<file path="config.mk">
export PLATFORM = sky130hd
export DESIGN_NAME = alu_seq
export DESIGN_NICKNAME = d
export VERILOG_FILES = /design/src/rtl/alu_seq.sv
export SDC_FILE = /design/constraint.sdc
export NUM_CORES = 1
export LEC_CHECK = 0
export ABC_AREA = 1
export ABC_CLOCK_PERIOD_IN_PS = 5350
export CORE_MARGIN = 2
export CORE_UTILIZATION = 61
export CTS_BUF_LIST = sky130_fd_sc_hd__clkbuf_4
export DETAILED_ROUTE_END_ITERATION = 8
export PLACE_DENSITY = 0.93
export RECOVER_POWER = 50
export SYNTH_ARGS = -nofsm -noshare
export SYNTH_HDL_FRONTEND = slang
export SYNTH_SLANG_ARGS = --single-unit
</file>
<file path="constraint.sdc">
create_clock -name clk_i -period 5.35 [get_ports clk_i]
set_input_delay 1.605 -clock clk_i [delete_from_list [all_inputs] [get_ports clk_i]]
set_output_delay 1.605 -clock clk_i [all_outputs]
set_load 0.05 [all_outputs]
</file>
<file path="src/rtl/alu_seq.sv">
// alu_seq: sequential N-bit ALU with registered carry/zero flags and iterative
// one-bit-per-cycle shifts under a START/BUSY/DONE handshake.
module alu_seq #(
    parameter int N = 4
) (
    input  logic         clk_i,
    input  logic         rst_i,
    input  logic         start_i,
    input  logic [2:0]   op_i,
    input  logic [N-1:0] a_i,
    input  logic [N-1:0] b_i,
    output logic [N-1:0] y_o,
    output logic         c_o,
    output logic         z_o,
    output logic         busy_o,
    output logic         done_o
);
    localparam int CW = $clog2(N + 1);
    localparam logic [N-1:0] N_B = N'(N);
    localparam logic [CW-1:0] N_C = CW'(N);
    typedef enum logic {IDLE, SHIFT} state_t;
    state_t        state_q;
    logic [N-1:0]  y_q, work_q;
    logic          c_q, z_q, busy_q, done_q, dir_q;
    logic [CW-1:0] cnt_q, k;
    logic [N:0]    sum, diff;
    logic          cin, is_shift, dir, sh_c, res_c;
    logic [N-1:0]  src, sh_y, res_y;
    assign cin      = op_i[0] & c_q;
    assign sum      = {1'b0, a_i} + {1'b0, b_i} + {{N{1'b0}}, cin};
    assign diff     = {1'b0, a_i} - {1'b0, b_i} - {{N{1'b0}}, cin};
    assign is_shift = op_i[2] & op_i[1];
    assign k        = (b_i >= N_B) ? N_C : b_i[CW-1:0];
    // The same one-bit shifter serves the first step (from A) and every later step (from work_q).
    assign dir      = (state_q == IDLE) ? op_i[0] : dir_q;
    assign src      = (state_q == IDLE) ? a_i : work_q;
    assign sh_y     = dir ? {1'b0, src[N-1:1]} : {src[N-2:0], 1'b0};
    assign sh_c     = dir ? src[0] : src[N-1];
    assign res_y    = op_i[2] ? (op_i[1] ? ((k == '0) ? a_i : sh_y)
                                         : (op_i[0] ? (a_i | b_i) : (a_i & b_i)))
                              : (op_i[1] ? diff[N-1:0] : sum[N-1:0]);
    assign res_c    = op_i[2] ? (op_i[1] & (k != '0) & sh_c)
                              : (op_i[1] ? diff[N] : sum[N]);
    always_ff @(posedge clk_i or posedge rst_i) begin
        if (rst_i) begin
            state_q <= IDLE;
            y_q     <= '0;
            c_q     <= 1'b0;
            z_q     <= 1'b0;
            busy_q  <= 1'b0;
            done_q  <= 1'b0;
            dir_q   <= 1'b0;
            work_q  <= '0;
            cnt_q   <= '0;
        end else begin
            done_q <= 1'b0;
            case (state_q)
                IDLE: begin
                    if (start_i && is_shift && k > CW'(1)) begin
                        work_q  <= sh_y;
                        dir_q   <= op_i[0];
                        cnt_q   <= k - 1'b1;
                        busy_q  <= 1'b1;
                        state_q <= SHIFT;
                    end else if (start_i) begin
                        y_q    <= res_y;
                        c_q    <= res_c;
                        z_q    <= (res_y == '0);
                        done_q <= 1'b1;
                    end
                end
                SHIFT: begin
                    work_q <= sh_y;
                    cnt_q  <= cnt_q - 1'b1;
                    if (cnt_q == CW'(1)) begin
                        y_q     <= sh_y;
                        c_q     <= sh_c;
                        z_q     <= (sh_y == '0);
                        done_q  <= 1'b1;
                        busy_q  <= 1'b0;
                        state_q <= IDLE;
                    end
                end
                default: state_q <= IDLE;
            endcase
        end
    end
    assign y_o    = y_q;
    assign c_o    = c_q;
    assign z_o    = z_q;
    assign busy_o = busy_q;
    assign done_o = done_q;
endmodule

</file>
# Word level (Yosys, flattened, before mapping)
# Index checks and enable logic that the tools add are counted.
totals:
  out_inout_bits: 8
  elab_cells: 76
  inputBits: 14
  ff_bits: 17
op_classes:
  addsub: 6
  bitwise: 7
  n_lt_le_gt_ge: 2
  n_eq_ne: 5
  n_reduce_logical: 9
  muxes: 38
ops:
  columns: ["cell", "n"]
  rows:
  - ["two-way mux 4 bit", 11]
  - ["two-way mux 1 bit", 17]
  - ["case mux 4 bit (2 select lines)", 2]
  - ["case mux 1 bit (2 select lines)", 5]
  - ["logical NOT 4 bit", 2]
  - ["two-way mux 3 bit", 2]
  - ["case mux 3 bit (2 select lines)", 1]
  - ["subtractor 3 x 1 -> 3 bit, second input constant", 2]
  - ["adder 4 x 4 -> 5 bit", 1]
  - ["adder 5 x 1 -> 5 bit", 1]
  - ["subtractor 4 x 4 -> 5 bit", 1]
  - ["subtractor 5 x 1 -> 5 bit", 1]
  - ["AND 1 bit", 4]
  - ["AND 4 bit", 1]
  - [">= comparator 4 x 3 -> 1 bit, second input constant", 1]
  - ["!= test 2 x 1 -> 1 bit, second input constant", 2]
  - ["!= test 2 bit, second input constant", 2]
  - ["bitwise OR 4 bit", 1]
  - ["AND reduction 2 bit", 2]
  - ["equality test 3 x 1 -> 1 bit, second input constant", 1]
  - ["> comparator 3 x 1 -> 1 bit, second input constant", 1]
  - ["logical NOT 3 bit", 1]
  - ["AND reduction 3 bit", 1]
  - ["nonzero test 3 bit", 1]
  - ["2 further kinds", 3]

# Depth between registers and ports, before layout
logic_depth:
  ltp_word: 10
  mapped_depth: 13
  depth_no_buf: 13

# Worst setup path after synthesis
# OpenSTA, ideal clock, no wires.
synth_timing:
  path_type: "input to register"
  start: "in a_i[0]"
  end: "reg z_q, in the netlist z_o"
  n_path_buf: 0
  required_ns: 5.277
  stages: 11
  path_slack_ns: 2.031
  setup_time_ns: 0.073
  t_arrival_ns: 3.246
  path_cell_list: "inv_1 -> fa_1 -> inv_1 -> ha_1 -> xnor2_1 -> nand2_1 -> a21oi_1 -> nand2_1 -> a21oi_1 -> nand3_1 -> a21oi_2"
synth_via:
  elab_chain_len: 9
  elab_cells_between_ends: 19
  classes_between: "4 x add/sub; 11 x mux; 2 x bitwise; 2 x reduce/logical"
synth_rtl:
  columns: ["item", "line_no", "rtl"]
  rows:
  - ["from (decl)", "10", "input logic [N-1:0] a_i,"]
  - ["parallel branches: the longest is 8 deep, another holds adder 4 x 4 -> 5 bit", null, null]
  - ["case mux 1 bit (2 select lines) *", "57", "case (state_q)"]
  - ["to (signal assigned)", "68", "z_q <= (res_y == '0);"]
  - ["to (signal assigned)", "78", "z_q <= (sh_y == '0);"]
  - ["to (decl)", "24", "logic c_q, z_q, busy_q, done_q, dir_q;"]
# Mark *: on every way between the ends. The select of a mux whose other input is x is not followed.
# A chain may end at the register's enable or synchronous reset.

# Worst setup path after layout
layout_timing:
  start: "in op_i[0]"
  end: "reg z_q, in the netlist z_o"
layout_via:
  elab_chain_len: 9
  elab_cells_between_ends: 16
  classes_between: "2 x add/sub; 11 x mux; 1 x bitwise; 2 x reduce/logical"
layout_rtl:
  columns: ["item", "line_no", "rtl"]
  rows:
  - ["from (decl)", "9", "input logic [2:0] op_i,"]
  - ["parallel branches: the longest is 8 deep, another holds adder 5 x 1 -> 5 bit", null, null]
  - ["case mux 1 bit (2 select lines) *", "57", null]
# Marks and branches as above.

==> metrics.yaml <==
run_status: "finished, final reports clean"
netlist_area_sq_um: 1640
crit_fanout: 8
dp_hpwl_mm: 2.89
crit_required_ns: 5.58
synth_fp_nets: 266
tns_ns: 0
yosysTopAreaCellShare_pct: 25.9
cts_htree_levels: 1
drt-pass1-iter-count: 4
syn_to_final_growth_pct: 15.9
hold_ws_ns: 0.479
wl_mm: 3.57
via_per_inst: 5.52
post_cts_buffers: 0
clk_path_buf_depth: 2
crit_path_end_kind: "flip-flop"
coreArea_sq_um: 2520
avgSynthCellArea_sq_um: 7.18
grt-ovfl-total: 0
cts_sinks: 17
grt_max_degree: 22
cts_hold_buf: 0
synth_edf_count: 0
finalPower_uw: 871
relSlewSlack_pct: 56.0
row_count: 18
tritoncts: "yes"
grt_pass1_wl_mm: 6.37
first_global_vias: 1520
seqCellArea_sq_um: 425
floorplan.initialDensity_pct: 65.2
drive_gt1_share_pct: 8.73
clk_pin_slew_worst_paths_ns: 0.10
die_w_microns: 55.9
grt_usage_pct: 25.5
fillers: 209
power_density_nw_per_um2: 457
die-area_sq_um: 3130
ant_nets: 0
period_needed_ns: 3.80
ys_seq_area_share_pct: 25.9
die_y_microns: 55.9
synth_async_sr_flop_share_pct: 100
ir_worst_vdd_mv: 0.521
netlist_instances: 229
setup_viol: 0
gp_congestion: 0.960
first_iter_violations: 45
synth-seq-cells: 17
io_buffers: 21
synth_top_cell_by_area: "dfrtp_1"
fin_util_pct: 75.5
yosysUniqueCellTypes: 29
finalCritPeriodShare_pct: 71.0
skew_ns: 0.00265
io_pins: 22
tightest_slew_ns: 0.660
max_freq_mhz: 263
hold_path_class: "reg2reg"
fin_ws_ns: 1.55
cp.arrival_ns: 4.03
antenna_found_initial: 0
synth_warnings: 0
layout_common_cells: "65 x nand2_1, 28 x inv_1, 19 x o21ai_0, 19 x ha_1, 18 x nand3_1"
antenna_cells: 0
multi_input_area_sq_um: 1070
cts_resized: 0
avgRoutedWirePerCell_microns: 12.7
leakage_uw: 0.000977
via_count: 1558
cts_root_buf: "clkbuf_4"
cp-start-kind: "primary input"
nNetsFinal: 290
critical_path_class: "in2reg"
final_common_cell: "nand2_1"
numCtsBuffers: 3
rsz0062_at_grt: "false"
dp_slack_ns: 1.26
finalMaxSlewViolations: 0
finalHoldViolCount: 0
drc: 0
drv_cap: 0
yosys-top-cells-area: "dfrtp_1 26%, nand2_1 15%, ha_1 14%"
clk_latency_ns: 0.29
synth_ff_type: "dfrtp_1"
logic make-up after synthesis:
kind of cell / count (synthesis) / synth area share (%)
AOI/OAI and AO/OA: 47 / 15.8
adders and majority gates: 23 / 19.3
and+or+nand+nor: 105 / 29.3
buffers and inverters: 36 / 9.21
xor gates and xnor gates: 1 / 0.533
DFF: 17 / 25.9
cell usage after synthesis, types with 2 or more instances:
cell and number:
o21ai_0 19, nand2_1 65, nand2_4 2, a31oi_1 2, ha_1 19, o21ai_1 5
dfrtp_1 17, nor2_1 10, nand3_1 18, o21ai_2 2, o211ai_1 3, inv_1 28
fa_1 4, inv_2 4, and2_1 2, nand2_2 3, a21oi_1 14
critical path, cell delays in order:
cell and delay (ns):
clkdlybuf4s50_1 0.65, nand2_1 0.14, fa_1 0.54, inv_1 0.05, ha_1 0.28, xnor2_1 0.15, nand2_1 0.07, a21oi_1 0.12
nand2_1 0.09, a21oi_1 0.12, nand3_1 0.10, a21oi_2 0.12
worst paths after layout:
kind	start	endpoint	slack (ns)	cells past startpoint
max in group asynchronous	rst_i	cnt_q[1]	3.13	2
worst min register to register	work_q[3]	work_q[3]	0.48	2
worst min-delay path	work_q[3]	work_q[3]	0.48	2
worst max register to register	c_o	z_o	3.11	11
worst max-delay path	op_i[0]	z_o	1.55	12
min in group asynchronous	rst_i	done_o	1.82	2
cell type report:
| class | count | area share, % |
|---|---|---|
| multi-input combinational | 176 | 56.0 |
| sequential | 17 | 22.3 |
| timing repair buffer | 21 | 11.0 |
| inverter | 34 | 7.09 |
| tap | 30 | 1.97 |
| clock buffer | 4 | 1.58 |
flip-flops by register name (all words and copies together), names as in the netlist:
name	cells
busy_o	1
c_o	1
cnt_q	3
dir_q	1
done_o	1
state_q	1
work_q	4
y_o	4
z_o	1
metrics by stage:
stage / std cells / cell area (sq um)
final: 282 / 1910
after global routing: 282 / 1910
after CTS: 282 / 1910
after detailed placement: 278 / 1880
after global placement: 278 / 1880
after floorplan: 229 / 1640
metal layers:
layer	global-route usage (%)	up-vias	wire length, microns
met5	0	-	0
met2	44.4	44	1780
met4	4.76	0	29
met3	4.88	6	163
met1	33.3	716	1600
li1	-	792	-
report_power, final:
part,leakage [uW],switching [uW],internal (uW)
combinational,0.000751,366,195
sequential,0.000207,47.3,189
clock,0.0000184,40.5,34.1
total,0.000977,453,418
Power figures use the tool's default switching activity.
